===== config.mk =====
export PLATFORM = sky130hd
export DESIGN_NAME = imem_arbiter
export DESIGN_NICKNAME = d
export VERILOG_FILES = /design/src/rtl/imem_arbiter.sv
export SDC_FILE = /design/constraint.sdc
export NUM_CORES = 1
export LEC_CHECK = 0
export CAP_MARGIN = 20
export CORE_AREA = 2 2 104 106
export DETAILED_ROUTE_END_ITERATION = 8
export DIE_AREA = 0 0 106 108
export GPL_TIMING_DRIVEN = 0
export HOLD_SLACK_MARGIN = 0.02
export PLACE_DENSITY_LB_ADDON = 0.05
export SLEW_MARGIN = 20
export SYNTH_ARGS = -nofsm -noshare
export SYNTH_HDL_FRONTEND = slang
export SYNTH_SLANG_ARGS = --single-unit

===== constraint.sdc =====
create_clock -name clk -period 3.6 [get_ports clk]
set_clock_uncertainty 0.05 [all_clocks]
set_input_delay 0.72 -clock clk [delete_from_list [all_inputs] [get_ports clk]]
set_output_delay 0.72 -clock clk [all_outputs]
set_load 0.02 [all_outputs]

===== src/rtl/imem_arbiter.sv =====
// Round-robin arbiter sharing one instruction memory port between the CPU fetch
// stage and the loader/debug port. Each grant gets exactly one response, one cycle later.
module imem_arbiter #(
  parameter int MEM_SIZE = 512,
  parameter int ADDR_W   = 32
) (
  input  logic              clk,
  input  logic              rst,
  input  logic              f_req_i,
  input  logic [ADDR_W-1:0] f_addr_i,
  output logic              f_gnt_o,
  output logic              f_rvalid_o,
  output logic [31:0]       f_rdata_o,
  output logic              f_err_o,
  input  logic              l_req_i,
  input  logic              l_we_i,
  input  logic [ADDR_W-1:0] l_addr_i,
  input  logic [31:0]       l_wdata_i,
  output logic              l_gnt_o,
  output logic              l_rvalid_o,
  output logic [31:0]       l_rdata_o,
  output logic              l_err_o,
  output logic              mem_en_o,
  output logic              mem_we_o,
  output logic [ADDR_W-1:0] mem_addr_o,
  output logic [31:0]       mem_wdata_o,
  input  logic [31:0]       mem_rdata_i
);

  // state      | meaning
  // RSP_IDLE   | no response due this cycle
  // RSP_ACTIVE | response for last cycle's grant is being returned
  typedef enum logic {RSP_IDLE, RSP_ACTIVE} rsp_state_t;
  typedef enum logic {OWN_FETCH, OWN_LOADER} owner_t;
  typedef enum logic [1:0] {KIND_READ, KIND_WRITE, KIND_ERR} kind_t;

  localparam logic [ADDR_W-1:0] MAX_ADDR = ADDR_W'(MEM_SIZE - 4);

  rsp_state_t        r_state, w_state_nxt;
  owner_t            r_last_owner, w_last_owner_nxt;
  owner_t            r_rsp_owner, w_rsp_owner_nxt;
  kind_t             r_rsp_kind, w_rsp_kind_nxt;

  logic              w_f_win, w_l_win, w_gnt, w_legal, w_sel_we, w_rsp_live;
  logic [ADDR_W-1:0] w_sel_addr;

  // Fetch wins unless the loader is asking and fetch owned the previous grant.
  assign w_f_win    = !rst && f_req_i && (!l_req_i || (r_last_owner == OWN_LOADER));
  assign w_l_win    = !rst && l_req_i && !w_f_win;
  assign w_gnt      = w_f_win || w_l_win;
  assign w_sel_addr = w_l_win ? l_addr_i : f_addr_i;
  assign w_sel_we   = w_l_win && l_we_i;
  assign w_legal    = (w_sel_addr[1:0] == 2'b00) && (w_sel_addr <= MAX_ADDR);

  assign f_gnt_o     = w_f_win;
  assign l_gnt_o     = w_l_win;
  assign mem_en_o    = w_gnt && w_legal;
  assign mem_we_o    = mem_en_o && w_sel_we;
  assign mem_addr_o  = w_gnt ? w_sel_addr : '0;
  assign mem_wdata_o = mem_we_o ? l_wdata_i : 32'h0;

  always_ff @(posedge clk) begin
    if (rst) begin
      r_state      <= RSP_IDLE;
      r_last_owner <= OWN_LOADER;
      r_rsp_owner  <= OWN_FETCH;
      r_rsp_kind   <= KIND_READ;
    end else begin
      r_state      <= w_state_nxt;
      r_last_owner <= w_last_owner_nxt;
      r_rsp_owner  <= w_rsp_owner_nxt;
      r_rsp_kind   <= w_rsp_kind_nxt;
    end
  end

  always_comb begin
    w_state_nxt      = RSP_IDLE;
    w_last_owner_nxt = r_last_owner;
    w_rsp_owner_nxt  = r_rsp_owner;
    w_rsp_kind_nxt   = r_rsp_kind;
    case (r_state)
      RSP_IDLE, RSP_ACTIVE: begin
        if (w_gnt) begin
          w_state_nxt      = RSP_ACTIVE;
          w_last_owner_nxt = w_l_win ? OWN_LOADER : OWN_FETCH;
          w_rsp_owner_nxt  = w_l_win ? OWN_LOADER : OWN_FETCH;
          if (!w_legal)
            w_rsp_kind_nxt = KIND_ERR;
          else if (w_sel_we)
            w_rsp_kind_nxt = KIND_WRITE;
          else
            w_rsp_kind_nxt = KIND_READ;
        end
      end
      default: w_state_nxt = RSP_IDLE;
    endcase
  end

  // Responses are masked during reset so a pending one is never seen.
  assign w_rsp_live = !rst && (r_state == RSP_ACTIVE);
  assign f_rvalid_o = w_rsp_live && (r_rsp_owner == OWN_FETCH);
  assign l_rvalid_o = w_rsp_live && (r_rsp_owner == OWN_LOADER);
  assign f_err_o    = f_rvalid_o && (r_rsp_kind == KIND_ERR);
  assign l_err_o    = l_rvalid_o && (r_rsp_kind == KIND_ERR);
  assign f_rdata_o  = (f_rvalid_o && (r_rsp_kind == KIND_READ)) ? mem_rdata_i : 32'h0;
  assign l_rdata_o  = (l_rvalid_o && (r_rsp_kind == KIND_READ)) ? mem_rdata_i : 32'h0;

endmodule


======== After elaboration in Yosys (flattened, before gate mapping) ========
Cells that the tools add are included.
storage, ports and cells
  ROM bits ................................ 0
  bits in writable memories ............... 0
  output and inout port bits .............. 136
  latch bits .............................. 0
  memories ................................ 0
  bits in registers ....................... 5
operators by class
  equal/unequal tests ..................... 1
  multiplexer cells ....................... 9
  reductions and logical operators ........ 22
  shifts and indexed selects .............. 0
  multipliers ............................. 0
  order comparisons ....................... 1
  add/subtract/negate cells ............... 0
  bitwise operators ....................... 1
  divide/modulo/power cells ............... 0
operators by type and width
  kind                                                                               number
  32-bit 2-to-1 mux                                                                  5
  32-bit by 9-bit less-or-equal comparator with 1-bit output, second input constant  1
  1-bit logical AND                                                                  15
  2-bit logical NOT                                                                  2
  1-bit logical NOT                                                                  3
  1-bit 2-to-1 mux                                                                   3
  2-bit == test, second input constant                                               1
  1-bit logical OR                                                                   2
  2-bit 2-to-1 mux                                                                   1
  1-bit NOT                                                                          1

======== Longest topological paths before layout ========
Gate-level depths: netlist of the first run.
  word-level depth ........................ 11
  gate-level depth with buffers ........... 7
  mapped depth without buffers ............ 5

======== Worst setup path before layout of the first run ========
Ideal clock, no wire load.
  kind .................................... in2out
  start point ............................. in f_addr_i[24]
  end point ............................... out mem_wdata_o[0]
  required time ........................... 2.830 ns
  stages .................................. 4
  arrival time ............................ 2.525 ns
  setup slack ............................. 0.305 ns
  cell sequence ........................... or4_1 > nor4_1 > mux2i_2 > nor4b_1
on the way
  cells in the longest elaborated chain, start to end .. 6
RTL lines
  item                                                        line  RTL
  from (decl)                                                 10    input logic [ADDR_W-1:0] f_addr_i,
  32-bit 2-to-1 mux                                           51    assign w_sel_addr = w_l_win ? l_addr_i : f_addr_i;
  32-bit by 9-bit less-or-equal comparator with 1-bit output  53    assign w_legal = (w_sel_addr[1:0] == 2'b00) && (w_sel_addr <= MAX_ADDR);
  1-bit logical AND                                           53
  1-bit logical AND                                           57    assign mem_en_o = w_gnt && w_legal;
  1-bit logical AND                                           58    assign mem_we_o = mem_en_o && w_sel_we;
  32-bit 2-to-1 mux                                           60    assign mem_wdata_o = mem_we_o ? l_wdata_i : 32'h0;
  to (decl)                                                   26    output logic [31:0] mem_wdata_o,
Every way passes these cells.

======== Worst setup path after layout of the first run ========
  start point ............................. in l_addr_i[26]
  end point ............................... out mem_wdata_o[17]
on the way
  cells in the longest elaborated chain, start to end .. 6
RTL lines
  item                                                        line  RTL
  from (decl)                                                 17    input logic [ADDR_W-1:0] l_addr_i,
  32-bit 2-to-1 mux                                           51
  32-bit by 9-bit less-or-equal comparator with 1-bit output  53
  1-bit logical AND                                           53
  1-bit logical AND                                           57
  1-bit logical AND                                           58
  32-bit 2-to-1 mux                                           60
Every way passes these cells.

==> results.md, run 1 <==
- Outcome: finished clean
- Number of cell instances on the worst register-to-register path: 7
- Max transition margin: 67.2%
- Flip-flop and latch count after synthesis: 5
- Cell count after synthesis: 279
- Max-capacitance violation count: 0
- Synthesized netlist net count: 412
- Final Slew Violations: 0
- Synthesis-to-finish area growth: 176%
- Highest clock rate: 0.283 GHz
- WP data arrival: 2.76 ns
- Area of the mapped netlist: 1830 sq um
- Total number of vias: 3026
- Crit path setup slack, layout: 0.0726 ns
- Pin slew with the least headroom to its limit: 0.488 ns
- Path category of the worst min-delay check: reg -> reg
- Placed standard-cell area: 4670 sq um
- Routed wire length: 10.6 mm
- RR Startpoint: r_last_owner
- Final Hold Violating Endpoints: 0
- Pwr Density: 111 nW/um^2
- Leakage Power: 2.37 nW
- Gr ovfl total: 0
- Global placement routability congestion: 0.800
- Cell chosen for the clock root: sky130_fd_sc_hd__clkbuf_8
- Worst setup SP type: primary input
- Max H-tree Level: 1
- Nature of the critical path endpoint: output pin
- Most frequent cells in the layout: sky130_fd_sc_hd__clkdlybuf4s50_1, sky130_fd_sc_hd__nand2_1, sky130_fd_sc_hd__and2_1
- Setup TNS: 0 ns
- Worst hold endpoint: r_rsp_owner
- R2R Setup Slk: 1.67 ns
- Clock transition at the registers of the reported paths: 0.03 ns
- Delay of the slowest cell on the worst path: 0.44 ns
- Iteration-0 DRC count of the detailed router: 97
- # diodes: 0
- Port bufs: 267
- Net count of the finished layout: 691
- Dpl hpwl: 8.75 mm
- Non-filler instance count after layout: 693
- Cell-by-cell trace of the critical path: clkdlybuf4s50_1 -> nor4_2 -> nand4_1 -> or3_1 -> buf_6 -> buf_12 -> nor4b_4 -> buf_4
- Hold Buf Count CTS: 0
- Largest driver fanout on the critical path: 8
- Effective utilization at floorplan: 17.9%
- Final worst hold slack: 0.444 ns
- Number of synthesis warnings: 0
- Power after layout: 560 uW
- Die area: 11400 sq um
- Final critical delay including setup and external delays: 3.53 ns
- Setup Crit Path Kind: in -> out
- Area of the core: 10200 sq um
- Fraction of the cycle the final worst path needs: 98.0%
- Worst flop-to-flop path endpoint: r_rsp_kind[0]
- DRC violations left: 0
- Number of search-and-repair iterations in the first detailed-routing pass: 4
- DIE HEIGHT: 108 um
- Source-to-sink clock delay at the later pin of the worst-skew pair: 0.22 ns
- TritonCTS clock tree: yes
- VDD IR max: 0.0568 mV
- Number of cells on the worst hold path: 2
- Setup violations, final: 0
- Drt via density: 4.37
- Leading cell type in the layout, fill and taps excluded: sky130_fd_sc_hd__clkdlybuf4s50_1
- IO Pins: 269
- Number of distinct standard cells referenced by the synthesized netlist: 33
- Drt wl/cell: 15.3 um
- P_sw: 200 uW
- First-pass GRT wire length: 15.4 mm
- Mean post-synth cell area: 6.56 sq um
- Internal power of the cells: 360 uW
- Number of antenna violations at the first check in global routing: 0
- Final Util: 49.3%
- TritonCTS Buffers: 3
- Largest net degree at the start of global routing: 11
- Comb power frac: 70.8%
- Total routing resource utilization after global routing: 16.6%
- Count of standard-cell rows: 37
- Total clock sinks: 5
- Clk network pwr share: 18.0%
- Switching share of power: 35.7%
- Total instance count after detailed placement: 682
- Sequential cell area fraction in the yosys report: 5.47%
- Post-route cell area: 5050 sq um
- Die extent in x: 106 um
- Slowest stage cell on the critical path: sky130_fd_sc_hd__clkdlybuf4s50_1
- Required arrival time at the worst endpoint: 2.83 ns
- Pre-CTS setup slack: -0.741 ns
- Post-route ant nets: 0
- Layout cell share with drive strength beyond 1: 19.4%
- Hold_sp: r_rsp_owner
- Number of global-route vias before repair: 2896
- Clock tree buffer depth: 2
- Sequential share of power: 11.1%
[registers in the layout (all words and copies together), names as in the netlist]
signal,cells
r_last_owner,1
r_rsp_kind,2
r_rsp_owner,1
r_state,1
[what timing repair did]
item,CTS,global route
endpoints found under the setup margin,102,68
pin swaps,3,12
gates cloned,0,3
setup buffers,1,3
gates resized for setup,214,79
[cells in the mapped netlist]
master                     number  area, sq um
sky130_fd_sc_hd__buf_2          1         5.00
sky130_fd_sc_hd__mux2i_2        1         13.8
sky130_fd_sc_hd__a21oi_1       33          165
sky130_fd_sc_hd__or2_2          1         6.26
sky130_fd_sc_hd__buf_4          3         22.5
sky130_fd_sc_hd__nand3_1        1         5.00
sky130_fd_sc_hd__dfxtp_1        5          100
sky130_fd_sc_hd__clkbuf_1      20         75.1
sky130_fd_sc_hd__nor2b_1        1         6.26
sky130_fd_sc_hd__o31a_1         1         8.76
sky130_fd_sc_hd__mux2_2         1         11.3
sky130_fd_sc_hd__nor3_1         5         25.0
sky130_fd_sc_hd__or2_1          1         6.26
sky130_fd_sc_hd__a21bo_1        1         10.0
sky130_fd_sc_hd__a31oi_1        1         6.26
sky130_fd_sc_hd__nand2_1       67          251
sky130_fd_sc_hd__nand3b_1       3         22.5
sky130_fd_sc_hd__or3b_2         1         8.76
sky130_fd_sc_hd__or4_1          2         15.0
sky130_fd_sc_hd__nor4b_2       28          420
sky130_fd_sc_hd__and2_1        64          400
sky130_fd_sc_hd__o21ai_0        1         5.00
sky130_fd_sc_hd__o32ai_1        1         8.76
sky130_fd_sc_hd__o31ai_2        1         12.5
sky130_fd_sc_hd__nand2b_1       2         12.5
sky130_fd_sc_hd__nor4b_1        4         35.0
sky130_fd_sc_hd__buf_6          4         45.0
sky130_fd_sc_hd__nand4_1        2         12.5
sky130_fd_sc_hd__nor4_1         8         50.1
sky130_fd_sc_hd__nor2_1         5         18.8
sky130_fd_sc_hd__or3_1          3         18.8
sky130_fd_sc_hd__inv_1          6         22.5
sky130_fd_sc_hd__inv_2          1         3.75
[critical path: cells and delay by family]
family / cells / cell delay [ns]
simple gates: 4 / 1.10
buf+inv: 4 / 0.92
[worst max path at each step]
stage	startpoint	end	slack, ns
5_1_grt	l_addr_i[26]	mem_wdata_o[26]	-0.04
3_3_place_gp	l_req_i	mem_en_o	-0.72
6_report	l_addr_i[26]	mem_wdata_o[17]	0.07
2_1_floorplan	f_addr_i[24]	mem_wdata_o[0]	0.31
3_5_place_dp	l_req_i	mem_en_o	-0.74
4_1_cts	l_addr_i[24]	mem_wdata_o[22]	0.0006
[cell families (layout without fill, tap and decap cells)]
kind of cell | count (synthesis) | after routing | share of synthesized area [%]
flops | 5 | 5 | 5.47
buf+inv | 35 | 313 | 9.50
compound gates | 39 | 39 | 11.8
simple gates | 198 | 198 | 71.8
mux | 2 | 2 | 1.37
[layer usage]
layer  share of wire, %  global-route usage [%]  vias up
met5                  0                       0        -
met4               0.39                    3.29        0
met3                9.6                    4.82        2
met2                 55                    33.6      152
met1                 35                    16.9     1354
li1                   -                       -     1518
[area by class of cell]
class	count	area [sq um]
Buffer	28	206
Clock buffer	4	45.0
Fill cell	1017	5180
Inverter	7	26.3
Multi-Input combinational cell	239	1790
Sequential cell	5	100
Tap cell	136	170
Timing Repair Buffer	274	2710
[power groups by stage]
| stage | logic (mW) | clock network [mW] | registers, mW |
|---|---|---|---|
| after floorplan | 0.144 | 0 | 0.0619 |
| after global placement | 0.394 | 0 | 0.0624 |
| after detailed placement | 0.395 | 0 | 0.0625 |
| after CTS | 0.391 | 0.105 | 0.0620 |
| after global routing | 0.426 | 0.111 | 0.0628 |
| final | 0.396 | 0.101 | 0.0624 |
Note: power is estimated with default switching activity, not from simulation.
==> inputs of run 2 (changes only) <==
Clock period 3.6 ns to 4.3 ns, I/O delays scaled along.
==> results.md, run 2 (synthesis gave the netlist of run 1 again) <==
- Outcome: finished clean
- Path category of the worst min-delay check: reg -> reg
- Die area: 11400 sq um
- Number of cell instances on the worst register-to-register path: 7
- Worst flop-to-flop path endpoint: r_rsp_kind[0]
- Post-route ant nets: 0
- Global placement routability congestion: 0.800
- Nature of the critical path endpoint: output pin
- Dpl hpwl: 8.75 mm
- Count of standard-cell rows: 37
- Cell chosen for the clock root: sky130_fd_sc_hd__clkbuf_8
- DIE HEIGHT: 108 um
- Slowest stage cell on the critical path: sky130_fd_sc_hd__clkdlybuf4s50_1
- Worst setup SP type: primary input
- First-pass GRT wire length: 15.1 mm
- R2R Setup Slk: 2.37 ns
- Clock transition at the registers of the reported paths: 0.03 ns
- Leakage Power: 2.00 nW
- VDD IR max: 0.0526 mV
- Final worst hold slack: 0.444 ns
- Largest driver fanout on the critical path: 10
- Port bufs: 267
- Placed standard-cell area: 4670 sq um
- Number of buffers and inverters on the critical path: 5
- Hold_sp: r_rsp_owner
- Pwr Density: 99.4 nW/um^2
- Largest net degree at the start of global routing: 11
- Delay of the slowest cell on the worst path: 0.55 ns
- Final Util: 45.8%
- Hold Buf Count CTS: 0
- Synthesis-to-finish area growth: 156%
- Top cell family by delay on the critical path: buffers and inverters
- Setup violations, final: 0
- Effective utilization at floorplan: 17.9%
- Largest register FFs: 2
- Crit path setup slack, layout: 0.134 ns
- Final Slew Violations: 0
- IO Pins: 269
- Number of cells on the worst hold path: 2
- Max H-tree Level: 1
- DRC violations left: 0
- Routed wire length: 10.2 mm
- Drt via density: 4.35
- Number of search-and-repair iterations in the first detailed-routing pass: 4
- Most frequent cells in the layout: sky130_fd_sc_hd__clkdlybuf4s50_1, sky130_fd_sc_hd__nand2_1, sky130_fd_sc_hd__and2_1
- Pin slew with the least headroom to its limit: 0.661 ns
- Final critical delay including setup and external delays: 4.17 ns
- Fraction of the cycle the final worst path needs: 96.9%
- Gr ovfl total: 0
- Max-capacitance violation count: 0
- Highest clock rate: 0.240 GHz
- # diodes: 0
- Iteration-0 DRC count of the detailed router: 103
- Most numerous cell on the critical path: sky130_fd_sc_hd__buf_6
- Total number of vias: 2994
- Leading cell type in the layout, fill and taps excluded: sky130_fd_sc_hd__clkdlybuf4s50_1
- Number of antenna violations at the first check in global routing: 0
- Drt wl/cell: 14.9 um
- Die extent in x: 106 um
- TritonCTS Buffers: 3
- Layout cell share with drive strength beyond 1: 13.4%
- Power after layout: 466 uW
- Max transition margin: 55.9%
- Net count of the finished layout: 686
- Register with the highest flop count: r_rsp_kind
- Post-route cell area: 4690 sq um
- Total clock sinks: 5
- Source-to-sink clock delay at the later pin of the worst-skew pair: 0.22 ns
- Cell-by-cell trace of the critical path: clkdlybuf4s50_1 -> a21bo_1 -> or2_1 -> buf_6 -> or3_1 -> buf_2 -> buf_6 -> nor4b_2 -> dlygate4sd1_1
- Clock tree buffer depth: 2
- WP data arrival: 3.26 ns
- RR Startpoint: r_last_owner
- Pre-CTS setup slack: -0.321 ns
- Setup Crit Path Kind: in -> out
- TritonCTS clock tree: yes
- Total routing resource utilization after global routing: 16.3%
- Required arrival time at the worst endpoint: 3.39 ns
- Final Hold Violating Endpoints: 0
- Area of the core: 10200 sq um
- Worst hold endpoint: r_rsp_owner
- Number of global-route vias before repair: 2838
[run 2: cell count changes in the layout (fill, tap and decap cells not counted), moves of 4 or more]
| cell | before | now |
|---|---|---|
| sky130_fd_sc_hd__clkdlybuf4s50_1 | 185 | 217 |
| sky130_fd_sc_hd__dlygate4sd1_1 | 0 | 4 |
| sky130_fd_sc_hd__buf_2 | 11 | 2 |
| sky130_fd_sc_hd__clkbuf_1 | 11 | 18 |
| sky130_fd_sc_hd__nor4b_2 | 14 | 28 |
| sky130_fd_sc_hd__clkdlybuf4s15_2 | 4 | 0 |
| sky130_fd_sc_hd__nor4b_4 | 15 | 0 |
| sky130_fd_sc_hd__dlymetal6s2s_1 | 21 | 16 |
| sky130_fd_sc_hd__clkbuf_2 | 9 | 22 |
| sky130_fd_sc_hd__dlygate4sd2_1 | 27 | 7 |
| sky130_fd_sc_hd__buf_12 | 4 | 0 |
| sky130_fd_sc_hd__buf_4 | 22 | 5 |
[run 2: area by class of cell]
cell class	instances	area, sq um
Fill cell	1066	5540
Timing Repair Buffer	269	2610
Multi-Input combinational cell	239	1580
Tap cell	136	170
Buffer	28	154
Sequential cell	5	100
Clock buffer	4	45.0
Inverter	7	26.3
[run 2: worst register-to-register path, stage by stage (launching register included)]
cell	delay, ns
sky130_fd_sc_hd__dfxtp_1	0.33
sky130_fd_sc_hd__a21bo_1	0.21
sky130_fd_sc_hd__or2_1	0.23
sky130_fd_sc_hd__buf_6	0.14
sky130_fd_sc_hd__inv_2	0.13
sky130_fd_sc_hd__mux2i_4	0.36
sky130_fd_sc_hd__buf_4	0.26
sky130_fd_sc_hd__o31ai_2	0.10
[run 2: how the worst max path moves through the flow]
stage                       from               to  slack [ns]  cells after the start
floorplan           f_addr_i[24]   mem_wdata_o[0]        0.73                      4
global placement         l_req_i         mem_en_o       -0.30                      9
detailed placement       l_req_i         mem_en_o       -0.32                      9
CTS                      l_req_i  mem_wdata_o[30]        0.06                      9
global route             l_req_i    mem_addr_o[2]      -0.002                      9
finish                   l_req_i  mem_wdata_o[22]        0.13                      9
[run 2: routing by layer]
layer  vias up  global-route usage, %  part of all wire, %  routed length (um)
li1       1511                      -                    -                   -
met4         0                   3.01                 0.39                  40
met3         2                   4.88                  9.6                 984
met5         -                      0                    0                   0
met2       144                   32.8                   54                5540
met1      1337                   16.6                   36                3660
[run 2: metrics by stage]
step                TNS (ns)  std cells
floorplan                  0        279
global placement       -9.12        682
detailed placement     -9.71        682
CTS                        0        688
global route        -0.00170        688
finish                     0        688
[run 2: where the power goes]
| part | internal [mW] | switching, mW | total, mW |
|---|---|---|---|
| clock network | 0.0635 | 0.0213 | 0.0848 |
| registers | 0.0495 | 0.00218 | 0.0517 |
| logic | 0.193 | 0.136 | 0.330 |
[run 2: what timing repair did]
action                                  4_1_cts  5_1_grt
buffers inserted                              2        0
gates resized for setup                      41       92
endpoints found under the setup margin       57       50
